$ cat config.mk
export PLATFORM = sky130hd
export DESIGN_NAME = pipe_hazard_ctrl
export DESIGN_NICKNAME = d
export VERILOG_FILES = /design/src/rtl/pipe_hazard_ctrl.sv
export SDC_FILE = /design/constraint.sdc
export NUM_CORES = 1
export LEC_CHECK = 0
export CORE_ASPECT_RATIO = 0.9
export CORE_MARGIN = 2
export CORE_UTILIZATION = 36
export CTS_CLUSTER_DIAMETER = 100
export DETAILED_ROUTE_END_ITERATION = 10
export PLACE_DENSITY = 0.91
export SKIP_CTS_REPAIR_TIMING = 1
export SLEW_MARGIN = 20
export SYNTH_ARGS = -nofsm -noshare
export SYNTH_HDL_FRONTEND = slang
export SYNTH_SLANG_ARGS = --single-unit
$ cat constraint.sdc
create_clock -name clk -period 1.67 [get_ports clk]
set_input_delay 0.167 -clock clk [delete_from_list [all_inputs] [get_ports clk]]
set_output_delay 0.167 -clock clk [all_outputs]
set_load 0.01 [all_outputs]
$ cat src/rtl/pipe_hazard_ctrl.sv
// Stall/flush sequencer for the 5-stage pipeline: load-use bubbles, redirect flush window,
// memory-stall freeze with state preservation, and a sticky runaway-stall flag. Optional perf counters: PIPE_CTRL_PERF_EN.
module pipe_hazard_ctrl #(
  parameter int XLEN            = 32,
  parameter int PC_BITS         = 12,
  parameter int REDIRECT_CYCLES = 2,
  parameter int STALL_TIMEOUT   = 255
) (
  input  logic               clk,
  input  logic               rst,
  input  logic [4:0]         D_rs1,
  input  logic [4:0]         D_rs2,
  input  logic               D_uses_rs1,
  input  logic               D_uses_rs2,
  input  logic               EX_valid,
  input  logic               EX_is_load,
  input  logic [4:0]         EX_rd,
  input  logic               EX_taken,
  input  logic [PC_BITS-1:0] EX_target_pc,
  input  logic               MEM_stall,
  output logic               stall_F,
  output logic               stall_D,
  output logic               stall_E,
  output logic               flush_D,
  output logic               flush_E,
  output logic               redirect_valid,
  output logic [PC_BITS-1:0] redirect_pc,
  output logic               stall_timeout,
  output logic [31:0]        perf_stall_cycles,
  output logic [31:0]        perf_flushes
);

  localparam int TW = (STALL_TIMEOUT > 255) ? $clog2(STALL_TIMEOUT + 1) : 8;
  localparam logic [2:0] RC1 = 3'(REDIRECT_CYCLES - 1);

  typedef enum logic [1:0] {RUN, REDIRECT, MEM_WAIT} state_t;

  state_t            state, ret_state, eff;
  logic [2:0]        rcnt;
  logic [TW-1:0]     tcnt, tcnt_nxt;
  logic              lu_hold, timeout_q;
  logic              hazard, lu_fire, take;
  logic              s_f, s_d, s_e, f_d, f_e, rv;
  logic [PC_BITS-1:0] pc_sel;

  // A PC wider than the datapath cannot be addressed; keep only the reachable bits.
  if (PC_BITS <= XLEN) begin : g_pc
    assign pc_sel = EX_target_pc;
  end else begin : g_pc_clip
    assign pc_sel = {{(PC_BITS-XLEN){1'b0}}, EX_target_pc[XLEN-1:0]};
  end

  // While frozen, behaviour on release follows the state we were frozen in.
  assign eff    = (state == MEM_WAIT) ? ret_state : state;
  assign hazard = EX_valid & EX_is_load & (EX_rd != 5'd0) &
                  ((D_uses_rs1 & (D_rs1 == EX_rd)) | (D_uses_rs2 & (D_rs2 == EX_rd)));
  assign take   = ~MEM_stall & EX_taken;
  // lu_hold masks the cycle after a bubble: EX then holds the bubble, not the load.
  assign lu_fire = ~MEM_stall & ~EX_taken & (eff == RUN) & hazard & ~lu_hold;

  always_comb begin
    s_f = 1'b0; s_d = 1'b0; s_e = 1'b0;
    f_d = 1'b0; f_e = 1'b0; rv  = 1'b0;
    if (MEM_stall) begin
      s_f = 1'b1; s_d = 1'b1; s_e = 1'b1;
    end else if (EX_taken) begin
      rv = 1'b1; f_d = 1'b1; f_e = 1'b1;
    end else if (eff == REDIRECT) begin
      f_d = 1'b1;
    end else if (lu_fire) begin
      s_f = 1'b1; s_d = 1'b1; f_e = 1'b1;
    end
  end

  always_ff @(posedge clk or posedge rst) begin
    if (rst) begin
      state     <= RUN;
      ret_state <= RUN;
      rcnt      <= 3'd0;
      lu_hold   <= 1'b0;
    end else if (MEM_stall) begin
      if (state != MEM_WAIT) ret_state <= state;
      state <= MEM_WAIT;
    end else if (EX_taken) begin
      rcnt    <= RC1;
      state   <= (RC1 != 3'd0) ? REDIRECT : RUN;
      lu_hold <= 1'b0;
    end else begin
      lu_hold <= lu_fire;
      if (eff == REDIRECT) begin
        rcnt  <= rcnt - 3'd1;
        state <= (rcnt == 3'd1) ? RUN : REDIRECT;
      end else begin
        state <= RUN;
      end
    end
  end

  assign tcnt_nxt = MEM_stall ? ((tcnt == '1) ? tcnt : tcnt + 1'b1) : '0;

  always_ff @(posedge clk or posedge rst) begin
    if (rst) begin
      tcnt      <= '0;
      timeout_q <= 1'b0;
    end else begin
      tcnt <= tcnt_nxt;
      if (MEM_stall && (tcnt_nxt == TW'(STALL_TIMEOUT))) timeout_q <= 1'b1;
    end
  end

  assign stall_F        = s_f & ~rst;
  assign stall_D        = s_d & ~rst;
  assign stall_E        = s_e & ~rst;
  assign flush_D        = f_d & ~rst;
  assign flush_E        = f_e & ~rst;
  assign redirect_valid = rv & ~rst;
  assign redirect_pc    = (rv & ~rst) ? pc_sel : '0;
  assign stall_timeout  = timeout_q & ~rst;

`ifdef PIPE_CTRL_PERF_EN
  logic [31:0] pstall_q, pflush_q;

  always_ff @(posedge clk or posedge rst) begin
    if (rst) begin
      pstall_q <= 32'd0;
      pflush_q <= 32'd0;
    end else begin
      if (s_f)  pstall_q <= pstall_q + 32'd1;
      if (take) pflush_q <= pflush_q + 32'd1;
    end
  end

  assign perf_stall_cycles = pstall_q & {32{~rst}};
  assign perf_flushes      = pflush_q & {32{~rst}};
`else
  assign perf_stall_cycles = 32'd0;
  assign perf_flushes      = 32'd0;
`endif

endmodule
Yosys cells after proc, flatten, opt, wreduce, memory -nomap -nowiden:

Index checks and enable logic that the tools add are counted.

* reduce and logical (&&, ||, !) cells: 6
* order comparisons: 0
* equal/unequal tests: 8
* div/mod/pow operators: 0
* bitwise logic cells: 20
* add/subtract/negate cells: 2
* shift-type cells: 0
* multiply operators: 0
* mux-type cells: 23

Operators by type and width (number)
* $eq 8x8->1 const B: 2
* $mux 1: 16
* $mux 8: 2
* $and 1x1->1: 15
* $mux 12: 1
* $eq 5x5->1: 2
* $add 8x1->8 const B: 1
* $mux 3: 2
* $reduce_bool 5->1: 1
* $mux 2: 2
* $not 1->1: 4
* $reduce_and 2->1: 2
* $eq 3x1->1 const B: 1
* $sub 3x1->3 const B: 1
* $eq 2x1->1 const B: 1
* $eq 2x2->1 const B: 1
* $logic_not 2->1: 1
* $ne 2x2->1 const B: 1
* $reduce_bool 2->1: 1
* $logic_and 1x1->1: 1
* $or 1x1->1: 1

* logic and storage cells: 65
* latch bits: 0
* bits in writable memories: 0
* memories: 0
* memory bits (read-only): 0
* register bits: 17
* output and inout port bits: 83

Longest topological paths before layout:

Gate-level depths: netlist of the first run.

* word-level depth: 11
* depth in mapped cells: 6

Least setup slack after synthesis of the first run:

No wires, ideal clock.

* path kind: register to output
* start: register state[0]
* end: output stall_F
* stages on the path, launching flop included: 5
* setup slack: 9 ps
* path buffers: 1
* data arrival time: 1494 ps
* data required time: 1503 ps
* cell sequence: dfrtp_1 nor4b_1 o211ai_2 o31ai_1 buf_4

* longest elaborated chain between the ends: 11
* elaborated cells on any way between the ends: 12
* classes of those cells: 2 x eq/ne; 5 x mux; 4 x bitwise; 1 x reduce/logical

Ends and longest elaborated chain
* from (decl): RTL line 38 `state_t state, ret_state, eff;`
* from (signal assigned): RTL line 86 `state <= (RC1 != 3'd0) ? REDIRECT : RUN;`
* from (signal assigned): RTL line 92 `state <= (rcnt == 3'd1) ? RUN : REDIRECT;`
* $eq 2x2->1: RTL line 54 `assign eff = (state == MEM_WAIT) ? ret_state : state;`
* $mux 2 *: RTL line 54
* $logic_not 2->1: RTL line 59 `assign lu_fire = ~MEM_stall & ~EX_taken & (eff == RUN) & hazard & ~lu_hold;`
* $and 1x1->1 (3 in series): RTL line 59
* $mux 1
* $mux 1 * (3 in series)
* $and 1x1->1 *
* to (decl): RTL line 21 `output logic stall_F,`

Mark *: on every way between the ends. The rest lies on a longest branch, timed or not.

Final worst setup path of the first run:

* start: register state[0]
* end: output stall_D

* longest elaborated chain between the ends: 11
* elaborated cells on any way between the ends: 12
* classes of those cells: 2 x eq/ne; 5 x mux; 4 x bitwise; 1 x reduce/logical

Ends and longest elaborated chain
* $eq 2x2->1: RTL line 54
* $mux 2 *: RTL line 54
* $logic_not 2->1: RTL line 59
* $and 1x1->1 (3 in series): RTL line 59
* $mux 1: RTL line 70 `end else if (lu_fire) begin`
* $mux 1 *: RTL line 68 `end else if (eff == REDIRECT) begin`
* $mux 1 *: RTL line 66 `end else if (EX_taken) begin`
* $mux 1 *: RTL line 64 `if (MEM_stall) begin`
* $and 1x1->1 *: RTL line 112 `assign stall_D = s_d & ~rst;`
* to (decl): RTL line 22 `output logic stall_D,`

Marked as above.

==> metrics.md, run 1 <==
| Metric | Value |
|---|---|
| Setup violators final | 4 |
| Worst-path maximum fanout | 3 |
| Final GP Congestion | 0.902 |
| Startpoint types | register |
| Max cap viols | 0 |
| Fin. max-slew vios | 0 |
| Clock buffer depth | 2 |
| Number of synthesized flops with an enable pin | 0 |
| Ports | 118 |
| Antenna diode count | 0 |
| 1st-pass router iterations | 4 |
| Core area | 4490 µm² |
| Main synth FF type | dfrtp_1 |
| Hold_sp | EX_taken |
| R2R Setup Slk | 0.09 ns |
| Synth unique cells | 42 |
| Delay-heaviest family, CP | flip-flops |
| Die width | 76.3 µm |
| Final setup margin | -0.0898 ns |
| Initial antenna violation count | 0 |
| Final Cycle Share | 105% |
| First-pass GRT wire length | 6100 µm |
| Fin. Hold Viols | 0 |
| Power per standard cell area | 481 nW/µm² |
| Cells after Synth | 206 |
| Die footprint | 5270 µm² |
| Nets | 314 |
| P&R area growth vs syn | 37.3% |
| Cells on worst reg2reg path | 6 |
| 1st-iter DRT viols | 104 |
| Logic pwr share | 32.2% |
| RR Startpoint | state[0]$_DFF_PP0_ |
| Routed vias | 1454 |
| Fillers | 389 |
| Flop pwr share | 40.4% |
| Worst skew pair latency | 0.25 ns |
| Utilization after layout | 51.8% |
| Via density | 4.31 |
| Final Power | 1.12 mW |
| CP Class | reg2out |
| Largest net degree at the start of global routing | 18 |
| # port buffers | 53 |
| Yosys reg bits | 17 |
| CTS sink cnt | 17 |
| H-tree depth | 1 |
| Antenna viol nets, final | 0 |
| TritonCTS Buffers | 3 |
| Cell Count, Final, Fillers Out | 337 |
| Clock power frac | 27.4% |
| Seq/Total Area, Yosys | 25.1% |
| CTS tree | built |
| Worst hold path type | in2reg |
| Post-DP HPWL | 3210 µm |
| Sw Pwr | 351 µW |
| Vias in the first global route | 1328 |
| Post-synth ARST share | 100% |
| Synth warnings | 0 |
| Post-Syn Area | 1690 µm² |
| Clock Tree Root | clkbuf_8 |
| Critical-path cell list | nor4b_4, o211ai_2, o31ai_2, buf_2 |
| Mean Syn Cell Area | 8.22 µm² |
| Layout cells sized above 1 | 14.5% |
| GRT Total Usage | 14.0% |
| Crit path buf inv count | 1 |
| Chip height | 69.1 µm |
| Internal power | 768 µW |
| WHS Path Cells | 4 |
| Core Rows | 23 |
| GRT overflow | 0 |
| Multi-input logic area | 1020 µm² |
| Residual DRC | 0 |
| Peak supply drop | 0.368 mV |
| WP data arrival | 1.59 ns |
| Worst Skew | 0.00340 ns |
| Tmin final | 1.76 ns |
| Switching share of power | 31.3% |
| Reg clk slew, reported paths | 0.07 ns |
| Fin Hold WS | 0.351 ns |
| Status | finished with violations |
| Critical path's slowest cell | dfrtp_1 |
| Max Fclk | 568 MHz |
| Violated checks | negative setup slack |
| Leak pwr | 1.44 nW |
| FF+latch area | 425 µm² |
| Hold EP | state[0]$_DFF_PP0_ |
| Capturing point of the worst reg2reg path | rcnt[2]$_DFFE_PP0P_ |
| CP endpoint kind | output port |
| Slowest cell delay on critical path | 0.43 ns |
| Starting Density | 37.7% |
| Routed wire per std cell | 12.6 µm |
| RSZ-0062 raised after global routing | true |
| Worst EP required | 1.50 ns |
| Detailed Route WL | 4260 µm |
| Post-placement cell count | 332 |
| Place WS | -0.717 ns |
metrics by stage:
| step | area [µm²] | setup TNS, ns |
|---|---|---|
| final | 2330 | -0.277 |
| after global routing | 2330 | -0.652 |
| after CTS | 2200 | -7.51 |
| after detailed placement | 2160 | -7.08 |
| after global placement | 2160 | -6.55 |
| after floorplan | 1930 | 0 |
area by class of cell:
type	count	share of cell area, %
Multi-Input combinational cell	176	44.0
Clock buffer	3	1.78
Sequential cell	17	18.3
Inverter	7	1.13
Timing Repair Buffer	71	31.3
Clock inverter	1	0.215
Tap cell	62	3.34
cells by family (layout without fill, tap and decap cells):
logic type | count (synthesis) | in the layout | share of synthesized area [%]
xor+xnor | 12 | 12 | 6.20
flops | 17 | 17 | 25.1
mux | 1 | 1 | 0.665
simple gates | 63 | 63 | 21.3
compound gates | 33 | 33 | 12.7
other cells | 1 | 64 | 0.221
fa+ha+maj | 3 | 3 | 2.22
buf+inv | 76 | 82 | 31.6
power groups by stage:
stage	Sequential (mW)	Combinational, mW	Clock, mW
global route	0.455	0.393	0.345
floorplan	0.454	0.291	0
global placement	0.455	0.341	0
finish	0.452	0.360	0.306
CTS	0.450	0.351	0.321
detailed placement	0.458	0.350	0
synth_stat cells (2+ instances only):
| cell | instances | area, µm² |
|---|---|---|
| o22ai_1 | 2 | 12.5 |
| and3_1 | 4 | 25.0 |
| nand4_1 | 3 | 18.8 |
| dfrtp_1 | 17 | 425 |
| inv_1 | 7 | 26.3 |
| o31ai_1 | 2 | 15.0 |
| o21a_1 | 3 | 22.5 |
| a31oi_1 | 4 | 25.0 |
| nand2_1 | 12 | 45.0 |
| xor2_1 | 8 | 70.1 |
| or2_2 | 2 | 12.5 |
| nor2_1 | 6 | 22.5 |
| buf_4 | 66 | 495 |
| nand3_1 | 3 | 15.0 |
| nor3_1 | 4 | 20.0 |
| o21ai_0 | 7 | 35.0 |
| nor3b_1 | 2 | 15.0 |
| and2_1 | 15 | 93.8 |
| a21oi_1 | 8 | 40.0 |
| ha_1 | 3 | 37.5 |
| buf_2 | 2 | 10.0 |
| xnor2_1 | 4 | 35.0 |
| nor2b_1 | 3 | 18.8 |
layer usage:
metal  global-route usage, %  share of wire, %  vias to the layer above
met5                       0                 0                        -
met4                    2.83              0.84                        0
met3                    4.84               8.1                        6
met2                    27.5                54                       74
met1                    14.2                37                      670
li1                        -                 -                      704
registers in the layout, summed over array words and instances, names as in the netlist:
| signal | count |
|---|---|
| timeout_q | 1 |
| tcnt | 8 |
| lu_hold | 1 |
| rcnt | 3 |
| state | 2 |
| ret_state | 2 |
worst max-delay path by stage:
stage / to / slack [ns] / cells past startpoint / startpoint
after floorplan: stall_F / 0.009 / 4 / state[0]$_DFF_PP0_
after global placement: stall_F / -0.69 / 6 / MEM_stall
after detailed placement: stall_D / -0.72 / 6 / MEM_stall
after CTS: stall_F / -0.73 / 6 / MEM_stall
after global routing: flush_E / -0.20 / 7 / D_rs1[3]
final: stall_D / -0.09 / 4 / state[0]$_DFF_PP0_
tightest hold or removal path, cell delays in order:
cell            delay [ns]
dlymetal6s2s_1        0.13
buf_4                 0.16
a21oi_1               0.04
nor2_1                0.07
cells in the final DEF, fill, tap and decap left out, drive strengths merged, types with 3 or more instances in the layout:
cell and count:
xnor2 4, ha 3, o21a 3, and2 16, nor2 6, clkdlybuf4s50 21, a31oi 4, nand3 3
o21ai 7, xor2 8, nor3 4, a21oi 8, conb 64, and3 4, nand4 3, dlymetal6s2s 28
dfrtp 17, nor2b 3, clkbuf 3, buf 22, nand2 12, inv 7
Power figures use the tool's default switching activity.
==> inputs of run 2 (changes only) <==
Settings changed: GPL_TIMING_DRIVEN set to 0.
==> metrics.md, run 2 (synthesis gave the netlist of run 1 again) <==
| Metric | Value |
|---|---|
| Delay-heaviest family, CP | compound AO/OA/AOI/OAI gates |
| Fin. Hold Viols | 0 |
| Most flops, register | tcnt |
| Setup violators final | 4 |
| Peak supply drop | 0.286 mV |
| Fin. max-slew vios | 0 |
| Final Cycle Share | 107% |
| # port buffers | 53 |
| Antenna viol nets, final | 0 |
| Startpoint types | register |
| Starting Density | 37.7% |
| RSZ-0062 raised after global routing | true |
| Most frequent cells in the layout | buf_4 (73), conb_1 (64), clkdlybuf4s50_1 (32) |
| GRT Total Usage | 14.9% |
| Layout cells sized above 1 | 30.9% |
| Final GP Congestion | 0.898 |
| Status | finished with violations |
| Fillers | 382 |
| Antenna diode count | 0 |
| Multi-input logic area | 1030 µm² |
| H-tree depth | 1 |
| WP data arrival | 1.62 ns |
| Worst-path maximum fanout | 3 |
| CTS tree | built |
| 1st-iter DRT viols | 46 |
| Largest regs | tcnt (8), rcnt (3) |
| Detailed Route WL | 4510 µm |
| P&R area growth vs syn | 61.0% |
| 1st-pass router iterations | 5 |
| Setup TNS | -0.313 ns |
| CTS sink cnt | 17 |
| Worst Skew | 0.00296 ns |
| Clock Tree Root | clkbuf_8 |
| Final setup margin | -0.120 ns |
| Reg clk slew, reported paths | 0.07 ns |
| Worst setup path start | state[0]$_DFF_PP0_ |
| Die width | 76.3 µm |
| Vias in the first global route | 1440 |
| First-pass GRT wire length | 6480 µm |
| Tmin final | 1.79 ns |
| RR Startpoint | state[0]$_DFF_PP0_ |
| Worst hold path type | in2async |
| Leading cell type in the layout, fill and taps excluded | buf_4 |
| Ports | 118 |
| Max Fclk | 559 MHz |
| Die footprint | 5270 µm² |
| Routed vias | 1648 |
| Leak pwr | 1.52 nW |
| FF+latch area | 427 µm² |
| Largest net degree at the start of global routing | 20 |
| Residual DRC | 0 |
| Slowest cell delay on critical path | 0.41 ns |
| Clock buffer depth | 2 |
| Worst skew pair latency | 0.25 ns |
| TritonCTS Buffers | 3 |
| Routed wire per std cell | 11.4 µm |
| Core Rows | 23 |
| Nets | 372 |
| GRT overflow | 0 |
| Crit path buf inv count | 2 |
| Worst EP required | 1.50 ns |
| CP endpoint kind | output port |
| Violated checks | negative setup slack |
| Critical path's slowest cell | dfrtp_1 |
| Power per standard cell area | 449 nW/µm² |
| Cell Count, Final, Fillers Out | 395 |
| Max FFs per register | 8 |
| CP Class | reg2out |
| Initial antenna violation count | 0 |
| Chip height | 69.1 µm |
| Final Power | 1.22 mW |
| Post-DP HPWL | 3480 µm |
| Max cap viols | 0 |
| Post-placement cell count | 384 |
| Core area | 4490 µm² |
| Via density | 4.17 |
| Critical-path cell list | nor4b_2, o211ai_2, o31ai_4, buf_4, buf_6 |
## run 2: changes by cell type in the layout (fill, tap and decap cells not counted), sizes merged
cell and delta:
buf +55, clkdlybuf4s50 +11, dlygate4sd3 +1, clkbuf +4
dlymetal6s2s -13, inv -1, clkinvlp +1
## run 2: layout make-up
cell class | instances | area share [%]
multi-input combinational | 176 | 37.8
timing repair buffer | 61 | 22.2
buffer | 68 | 18.6
sequential | 17 | 15.6
tap | 62 | 2.84
clock buffer | 3 | 1.51
inverter | 7 | 1.19
clock inverter | 1 | 0.183
## run 2: path summary, 6_finish.rpt
| kind | slack (ns) | end | cells past startpoint |
|---|---|---|---|
| max in group asynchronous | 1.10 | state[1]$_DFF_PP0_ | 3 |
| min reg2reg | 0.47 | timeout_q$_DFFE_PP0P_ | 1 |
| max | -0.12 | stall_F | 5 |
| min in group clk | 0.15 | state[1]$_DFF_PP0_ | 1 |
| max reg2reg | 0.10 | state[0]$_DFF_PP0_ | 6 |
| min | 0.03 | state[0]$_DFF_PP0_ | 3 |
## run 2: per-stage QoR
step           setup WS (ns)  cell area, µm²  hold WS [ns]  util, %
2_1_floorplan        0.00904            1930         0.107        -
3_3_place_gp          -0.987            2540         0.445     56.5
3_5_place_dp           -1.01            2540         0.456     56.5
4_1_cts                -1.01            2580         0.472     57.6
5_1_grt               -0.227            2730        0.0355     60.8
6_report              -0.120            2730        0.0339     60.8
## run 2: where the power goes
group | internal, mW | switching [mW]
Combinational | 0.257 | 0.213
Sequential | 0.433 | 0.0186
Clock | 0.165 | 0.136
## run 2: tightest hold or removal path: stages
cell and delay (ns):
clkbuf_2 0.16, clkinvlp_4 0.15, buf_4 0.12
## run 2: layer usage
| layer | track usage, % | routed length, µm | share of wire [%] | vias to the layer above |
|---|---|---|---|---|
| li1 | - | - | - | 820 |
| met1 | 15.7 | 1580 | 35 | 723 |
| met2 | 27.0 | 2400 | 53 | 97 |
| met3 | 5.76 | 473 | 10 | 8 |
| met4 | 4.85 | 61 | 1.4 | 0 |
| met5 | 0 | 0 | 0 | - |
